--- src/rtl/mem_ctrl_pkg.sv ---
// Shared types and default widths for the memory-stage controller.
package mem_ctrl_pkg;

  localparam int DEF_ADDR_W = 16;
  localparam int DEF_DATA_W = 16;
  localparam int DEF_CNT_W  = 16;

  typedef enum logic [1:0] {
    ST_IDLE = 2'b00,
    ST_REQ  = 2'b01,
    ST_WAIT = 2'b10,
    ST_DONE = 2'b11
  } state_e;

endpackage

--- src/rtl/dffr_n.sv ---
// Single-bit D flop with asynchronous active-low clear; every register in
// mem_ctrl is built from arrays of this cell.
module dffr_n (
  input  logic clk,
  input  logic rst_n,
  input  logic d,
  output logic q
);

  // NOTE: sequential state is always written with <= so every flop samples
  // the pre-edge values of its neighbours, independent of evaluation order.
  always_ff @(posedge clk or negedge rst_n) begin
    if (!rst_n) q <= 1'b0;
    else        q <= d;
  end

endmodule

--- src/rtl/mem_ctrl.sv ---
// Memory-stage controller: turns an EX/MEM load/store into a req/ready/done
// transaction on a multi-cycle data memory and stalls the pipeline meanwhile.
module mem_ctrl
  import mem_ctrl_pkg::*;
#(
  parameter int ADDR_W = DEF_ADDR_W,
  parameter int DATA_W = DEF_DATA_W,
  parameter int CNT_W  = DEF_CNT_W
) (
  input  logic              clk,
  input  logic              rst,
  input  logic              valid_in,
  input  logic              mem_rd_in,
  input  logic              mem_wr_in,
  input  logic [ADDR_W-1:0] addr_in,
  input  logic [DATA_W-1:0] wdata_in,
  output logic              mem_stall,
  output logic [DATA_W-1:0] rdata_out,
  output logic              err_out,
  output logic [CNT_W-1:0]  stall_cnt,
  output logic              dm_req,
  output logic              dm_wr,
  output logic [ADDR_W-1:0] dm_addr,
  output logic [DATA_W-1:0] dm_wdata,
  input  logic              dm_ready,
  input  logic              dm_done,
  input  logic [DATA_W-1:0] dm_rdata
);

  logic [1:0]        state_d, state_q;
  state_e            state;
  logic [ADDR_W-1:0] req_addr_d, req_addr_q;
  logic [DATA_W-1:0] req_wdata_d, req_wdata_q;
  logic              req_wr_d, req_wr_q;
  logic [DATA_W-1:0] rdata_d, rdata_q;
  logic              err_d, err_q;
  logic [CNT_W-1:0]  cnt_d, cnt_q;

  logic access, unaligned, start;

  dffr_n u_state_ff [1:0]        (.clk(clk), .rst_n(rst), .d(state_d),     .q(state_q));
  dffr_n u_addr_ff  [ADDR_W-1:0] (.clk(clk), .rst_n(rst), .d(req_addr_d),  .q(req_addr_q));
  dffr_n u_wdata_ff [DATA_W-1:0] (.clk(clk), .rst_n(rst), .d(req_wdata_d), .q(req_wdata_q));
  dffr_n u_wr_ff                 (.clk(clk), .rst_n(rst), .d(req_wr_d),    .q(req_wr_q));
  dffr_n u_rdata_ff [DATA_W-1:0] (.clk(clk), .rst_n(rst), .d(rdata_d),     .q(rdata_q));
  dffr_n u_err_ff                (.clk(clk), .rst_n(rst), .d(err_d),       .q(err_q));
  dffr_n u_cnt_ff   [CNT_W-1:0]  (.clk(clk), .rst_n(rst), .d(cnt_d),       .q(cnt_q));

  assign state = state_e'(state_q);

  assign access    = valid_in & (mem_rd_in | mem_wr_in);
  assign unaligned = access & addr_in[0];
  // Gated by reset so the request and stall drop the instant reset asserts,
  // even while a valid instruction is still sitting on the inputs.
  assign start     = rst & access & ~addr_in[0] & (state == ST_IDLE);

  // NOTE: every always_comb output gets a default first, so no path through
  // the case leaves a signal unassigned and no latch is inferred.
  always_comb begin
    state_d     = state_q;
    req_addr_d  = req_addr_q;
    req_wdata_d = req_wdata_q;
    req_wr_d    = req_wr_q;
    rdata_d     = rdata_q;
    dm_req      = 1'b0;
    dm_addr     = req_addr_q;
    dm_wdata    = req_wdata_q;
    dm_wr       = req_wr_q;

    unique case (state)
      ST_IDLE: begin
        if (start) begin
          dm_req      = 1'b1;
          dm_addr     = addr_in;
          dm_wdata    = wdata_in;
          dm_wr       = mem_wr_in;
          req_addr_d  = addr_in;
          req_wdata_d = wdata_in;
          req_wr_d    = mem_wr_in;
          state_d     = dm_ready ? ST_WAIT : ST_REQ;
        end
      end
      ST_REQ: begin
        dm_req = 1'b1;
        if (dm_ready) state_d = ST_WAIT;
      end
      ST_WAIT: begin
        if (dm_done) begin
          state_d = ST_DONE;
          if (!req_wr_q) rdata_d = dm_rdata;
        end
      end
      // The instruction is still on the inputs here; returning to IDLE
      // without a request keeps it from being issued twice.
      ST_DONE: state_d = ST_IDLE;
      default: state_d = ST_IDLE;
    endcase
  end

  assign mem_stall = start | (state == ST_REQ) | (state == ST_WAIT);
  assign err_d     = err_q | unaligned;
  assign cnt_d     = (mem_stall && (cnt_q != {CNT_W{1'b1}})) ? cnt_q + CNT_W'(1) : cnt_q;

  assign rdata_out = rdata_q;
  assign err_out   = err_q;
  assign stall_cnt = cnt_q;

endmodule

--- config.mk ---
export PLATFORM = sky130hd
export DESIGN_NAME = mem_ctrl
export DESIGN_NICKNAME = d
export VERILOG_FILES = /design/src/rtl/mem_ctrl_pkg.sv /design/src/rtl/dffr_n.sv /design/src/rtl/mem_ctrl.sv
export SDC_FILE = /design/constraint.sdc
export NUM_CORES = 1
export LEC_CHECK = 0
export ABC_AREA = 1
export BUFFER_PORTS_ARGS = -buffer_cell sky130_fd_sc_hd__buf_2
export CAP_MARGIN = 30
export CORE_ASPECT_RATIO = 0.75
export CORE_MARGIN = 5
export CORE_UTILIZATION = 30
export CTS_BUF_LIST = sky130_fd_sc_hd__clkbuf_8
export DETAILED_ROUTE_END_ITERATION = 12
export GPL_TIMING_DRIVEN = 0
export HOLD_SLACK_MARGIN = 0.08
export PLACE_DENSITY = 0.55
export SLEW_MARGIN = 15
export SYNTH_ARGS = -nofsm -noshare
export SYNTH_HDL_FRONTEND = slang
export SYNTH_HIERARCHICAL = 1
export SYNTH_SLANG_ARGS = --single-unit
--- constraint.sdc ---
create_clock -name clk -period 2.1 [get_ports clk]
set_input_delay 0 -clock clk [delete_from_list [all_inputs] [get_ports clk]]
set_output_delay 0 -clock clk [all_outputs]
set_load 0.02 [all_outputs]
Word-level counts from Yosys, hierarchy flattened
Index checks and enable logic that the tools add are counted.
{"block": "op_classes", "add_sub_neg": 1, "bitwise": 11, "n_reduce_logical": 4, "eq_ne": 7, "mux": 13}
{"op": "$mux W16", "count": 4}
{"op": "$add A16 B1 Y16 const B", "count": 1}
{"op": "$ne A16 B16 Y1 const B", "count": 1}
{"op": "$mux W2", "count": 4}
{"op": "$pmux W2 S4", "count": 1}
{"op": "$ne A2 B2 Y1 const B", "count": 3}
{"op": "$reduce_and A3 Y1", "count": 2}
{"op": "$and A1 B1 Y1", "count": 5}
{"op": "$eq A2 B2 Y1 const B", "count": 2}
{"op": "$or A1 B1 Y1", "count": 4}
{"op": "$mux W1", "count": 3}
{"op": "$eq A2 B1 Y1 const B", "count": 1}
{"op": "$logic_not A2 Y1", "count": 1}
{"op": "$not A1 Y1", "count": 2}
{"op": "$pmux W1 S2", "count": 1}
{"op": "$logic_and A1 B1 Y1", "count": 1}
{"block": "word_totals", "regBits": 68, "input_bits": 55}

Longest topological paths before layout
{"block": "logic_depth", "depth_word": 8, "mapped_depth": 11, "mapped_depth_nobuf": 10}

By module
Netlist, hierarchy kept.
{"mod": "dffr_n", "seq_area_each_um2": 25.0, "area_each_um2": 25.0, "cells_per_inst": 1, "n_inst": 68}
{"mod": "mem_ctrl", "seq_area_each_um2": 0.0, "area_each_um2": 1338.8, "cells_per_inst": 308, "n_inst": 1}

Worst setup path after synthesis
No wires, ideal clock.
{"block": "synth_path", "path_kind": "register to register", "start": "reg u_cnt_ff[0].q", "end": "reg u_cnt_ff[11].q", "stages_incl_launch_ff": 12, "n_path_buf": 2, "path_slack_ns": 0.398, "synth_period_minus_slack_ns": 1.702, "arrival_time_ns": 1.585, "required_ns": 1.983, "setup_time_ns": 0.117, "path_cell_list": "dfrtp_1 ha_1 nand3_1 inv_2 nand2_2 clkinv_1 nand2_2 nand2_2 buf_6 buf_12 nand2_1 nand2_1"}
{"block": "synth_between", "elab_chain_len": 2, "word_cells_on_any_way": 3, "classes_between": "add/sub (1); eq/ne (1); reduce/logical (1)"}
{"item": "start, declared", "line_no": "dffr_n.sv:7", "rtl": "output logic q"}
{"item": "start signal, assigned", "line_no": "dffr_n.sv:13", "rtl": "if (!rst_n) q <= 1'b0;"}
{"item": "start signal, assigned", "line_no": "dffr_n.sv:14", "rtl": "else q <= d;"}
{"item": "parallel branches: the longest is 2 deep, another holds $add A16 B1 Y16"}
{"item": "end signal, assigned", "line_no": "dffr_n.sv:13"}
{"item": "end signal, assigned", "line_no": "dffr_n.sv:14"}
{"item": "end, declared", "line_no": "dffr_n.sv:7"}
Parallel ways; which one is timed is not known.
A chain may end at the register's enable or synchronous reset.

Final worst setup path
{"block": "layout_path", "start": "reg u_state_ff[0].q", "end": "out dm_addr[12]"}
{"block": "layout_between", "elab_chain_len": 4}
{"item": "start, declared", "line_no": "dffr_n.sv:7"}
{"item": "start signal, assigned", "line_no": "dffr_n.sv:13"}
{"item": "start signal, assigned", "line_no": "dffr_n.sv:14"}
{"item": "$logic_not A2 Y1 (*)", "line_no": "mem_ctrl.sv:55, mem_ctrl.sv:70"}
{"item": "$and A1 B1 Y1", "line_no": "mem_ctrl.sv:55", "rtl": "assign start = rst & access & ~addr_in[0] & (state == ST_IDLE);"}
{"item": "$mux W16", "line_no": "mem_ctrl.sv:72", "rtl": "if (start) begin"}
{"item": "$mux W16 (*)", "line_no": "mem_ctrl.sv:70", "rtl": "unique case (state)"}
{"item": "end, declared", "line_no": "mem_ctrl.sv:23", "rtl": "output logic [ADDR_W-1:0] dm_addr,"}
Mark *: on every way between the ends. The rest lies on a longest branch, timed or not.

==> results list <==
* Run status: finished, final reports clean
- Global-route met3 utilization: 5.49%
- Share of the clock period used by the worst path after layout: roughly nine tenths
- Yosys warning count: 6
- The area growth from synthesis to layout is 56.0%.
- In this run the clock root is driven by a sky130_fd_sc_hd__clkbuf_8.
- The tool flagged a number of max-cap violations equal to 0.
* Worst Path Required: 2.10 ns
* Clock buffer count from CTS: 9
* Simple logic cell fraction of the synthesized area: 30.4%
- Number of standard cells after synthesis: roughly 380
* Pre-CTS setup slack: about 0.25 ns
- Input and output buffers added on the ports amount to 122.
* Area taken by flip-flops and latches: 1700 um2
- Area after DPL: 3840 um2
* Setup repair after global routing missed its margin: no
- sky130_fd_sc_hd__dfrtp_1 takes more of the synthesized area than any other cell.
- Summed over all layers, the routed wires come to 8970 um.
* # fillers: 977
* Top cells by area, synth: sky130_fd_sc_hd__dfrtp_1 56%, sky130_fd_sc_hd__nand2_1 23%, sky130_fd_sc_hd__inv_1 3.7%
- Area occupied by multi-input gates: 1130 um2
* Classification of the worst setup path: reg -> out
- For this run the aggregate overflow at the end of global routing stands at 0.
* Peak supply drop: just over 0.7 mV
- The number of max-slew violations in the final report was 0.
* Multiplexer share of the synthesized area: 0%
- Counting every sink on the clock net gives 68.
- For this run, the top clock speed supported by timing is 532 MHz.
- Syn Nets: 432
* Vias/cell: 4.25
- The floorplan has 31 rows.
* Register clock-pin slew on the reported worst setup and hold paths: 0.07 ns
* Post-synth cell types: 25
- Synthesized area per cell: 8.09 um2
* Fraction of synthesized cell area taken by the top area cell type: 56.0%
- CTS tree: done
* Slew Limit Headroom: 69.6%
- Sequential share of the synthesized area: between 50% and 60%
* Router iterations before antenna repair: 4
- CP startpoint kind: flop
* Largest clock skew in the final design: 0.00872 ns
- Area of the core: approximately 10000 um2
- The die covers between 10000 and 15000 um2.
- For met1 alone, demand over resource in global routing was 18.5%.
- The clock passes through at most 2 buffers.
- Once detail routing completed, the nets flagged for antenna violations numbered 0.
- Global routing used 15.0% of the available tracks.
- In this run the static leakage power is 2.59 nW.
- For the worst-skew pair, the clock arrives at the later sink with an insertion delay of 0.34 ns.
- #FFs+latches synth: 68
- The H-tree was split into 3 levels.
- Post-synthesis share of cell area spent on xor and xnor gates: under 10%
- First-pass GRT wire length: ~15000 um
- The synthesized netlist devotes 4.28% of its cell area to compound gates.
- Global placer's final weighted congestion: about 0.81
- Minimum hold slack: 0.190 ns
- Post-layout minimum cycle time: 1.88 ns
* HPWL after detailed placement: around 6200 um
- From bottom edge to top edge, the die measures approximately 97 um.
- Entering global routing, the biggest net connects 40 pins.
* Power density over the cells: 1200 nW/um2
* Most common cell after layout, fill and taps aside: sky130_fd_sc_hd__nand2_1
- Number of global-route vias before repair: roughly 3100
* Initial antenna violation count: 0
- Die W: 126 um
- During I/O placement, the number of pins put on the boundary was ~120.
- Data arrives at the worst endpoint at around 1.9 ns.
* Worst-margin pin slew: 0.456 ns
- Summed instance area of the synthesized netlist: 3040 um2
- WL/cell: around 13 um
* Number of failing setup endpoints in the final timing report: 0
- For this run, design rule violations remaining after detail routing come to 0.
- Hold violation total from the final report: 0
- Nets: 627
- Worst min path class: in -> reg
- The design draws 5.68 mW.
- In this run the post-CTS setup repair buffer count came out at 0.
- In the layout the commonest cells are 183 x sky130_fd_sc_hd__nand2_1, 127 x sky130_fd_sc_hd__buf_2, 68 x sky130_fd_sc_hd__dfrtp_1, 54 x sky130_fd_sc_hd__dlygate4sd3_1, 30 x sky130_fd_sc_hd__inv_1.
* Largest fanout on the critical path: 10
* Kind of capture point of the worst setup path: primary output
* Largest family of logic cells by synthesized area: simple AND/OR/NAND/NOR gates
- The initial utilization of the core area, before any placement, comes to a little under a third.
- In the global route stage, met2 resource usage came out at 24.1%.
* Total number of vias: 3010
- Adder and majority gate portion of the synthesized area: 0.412%
* Post-layout worst setup margin: 0.219 ns
* ANT cells: 0
- The detailed router finished its first iteration with 94 violations.
- Share of post-route cells with drive strength above 1: between 20% and 30%
* Most congested layer reported by global routing: met2
* Summed area of non-filler cells in the final layout: 4740 um2
sequential cells by signal, summed over array words and instances, names as in the netlist:
signal        flops
u_cnt_ff/q       16
u_state_ff/q      2
u_wdata_ff/q     16
u_addr_ff/q      16
u_wr_ff/q         1
u_err_ff/q        1
u_rdata_ff/q     16
metal layers:
metal  vias to the layer above  routed length [um]
met3                        16                 575
met5                         -                   0
met2                        87                4100
met4                         0                 166
li1                       1536                   -
met1                      1371                4130
power breakdown:
group | internal (mW) | total (mW) | switching [mW]
Clock | 0.700 | 1.21 | 0.508
Sequential | 1.80 | 2.02 | 0.225
Combinational | 0.874 | 2.45 | 1.57
critical path: stages, from the launching register on:
cell,delay (ns)
sky130_fd_sc_hd__dfrtp_1,0.40
sky130_fd_sc_hd__inv_1,0.07
sky130_fd_sc_hd__nand2_1,0.05
sky130_fd_sc_hd__nor2_1,0.11
sky130_fd_sc_hd__nand2_2,0.13
sky130_fd_sc_hd__clkinv_1,0.17
sky130_fd_sc_hd__buf_2,0.25
sky130_fd_sc_hd__nand2_1,0.08
sky130_fd_sc_hd__nand2_1,0.09
sky130_fd_sc_hd__buf_2,0.18
cell usage after synthesis:
cell type / count
sky130_fd_sc_hd__nand2_1: 183
sky130_fd_sc_hd__dfrtp_1: 68
sky130_fd_sc_hd__inv_1: 30
sky130_fd_sc_hd__o21ai_0: 19
sky130_fd_sc_hd__nor2_1: 17
sky130_fd_sc_hd__nand2_2: 8
sky130_fd_sc_hd__nand3_1: 8
sky130_fd_sc_hd__xnor2_1: 7
sky130_fd_sc_hd__buf_2: 6
sky130_fd_sc_hd__nand4_1: 6
sky130_fd_sc_hd__clkbuf_1: 3
sky130_fd_sc_hd__inv_2: 3
sky130_fd_sc_hd__o21ai_1: 3
sky130_fd_sc_hd__buf_1: 2
sky130_fd_sc_hd__clkinv_1: 2
sky130_fd_sc_hd__nor2_4: 2
sky130_fd_sc_hd__a21o_1: 1
sky130_fd_sc_hd__a21oi_1: 1
sky130_fd_sc_hd__buf_12: 1
sky130_fd_sc_hd__buf_6: 1
sky130_fd_sc_hd__ha_1: 1
sky130_fd_sc_hd__nand3_2: 1
sky130_fd_sc_hd__nor2_2: 1
sky130_fd_sc_hd__o21a_1: 1
sky130_fd_sc_hd__or2_1: 1
layout make-up:
type,count,area share (%)
Tap cell,132,3.48
Clock buffer,10,2.90
Multi-Input combinational cell,260,23.8
Inverter,35,2.77
Timing Repair Buffer,184,27.7
Buffer,13,1.69
Sequential cell,68,35.9
Clock inverter,6,1.85
metrics by stage:
| stage | util (%) | std cells | TNS [ns] |
|---|---|---|---|
| after floorplan | - | 376 | 0 |
| after global placement | 39.0 | 630 | -20.22 |
| after detailed placement | 39.3 | 631 | 0 |
| after CTS | 48.5 | 708 | 0 |
| after global routing | 48.5 | 708 | 0 |
| final | 48.5 | 708 | 0 |
logic make-up (layout without fill, tap and decap cells):
family	after synthesis	count (layout)
AO/OA/AOI/OAI	25	25
XOR/XNOR	7	7
adder cells (fa/ha/maj)	1	1
buffers and inverters	48	248
flip-flops	68	68
AND/OR/NAND/NOR	227	227
worst paths after layout:
check                                           from                         to  slack, ns  cells after the start
min                                         valid_in  u_addr_ff[15]/q$_DFF_PN0_       0.19                      6
min reg2reg                u_wdata_ff[0]/q$_DFF_PN0_  u_wdata_ff[0]/q$_DFF_PN0_       0.47                      2
max reg2reg                u_state_ff[0]/q$_DFF_PN0_  u_state_ff[0]/q$_DFF_PN0_       0.26                      8
max in group asynchronous                        rst  u_rdata_ff[3]/q$_DFF_PN0_       1.24                      8
min in group asynchronous                        rst   u_addr_ff[9]/q$_DFF_PN0_       0.64                      8
max                        u_state_ff[0]/q$_DFF_PN0_                dm_addr[12]       0.22                      9
repair_timing:
action,in CTS,in global routing
hold buffers,61,0
gates resized for setup,0,0
hold endpoints to repair,119,0
Power figures use the tool's default switching activity.
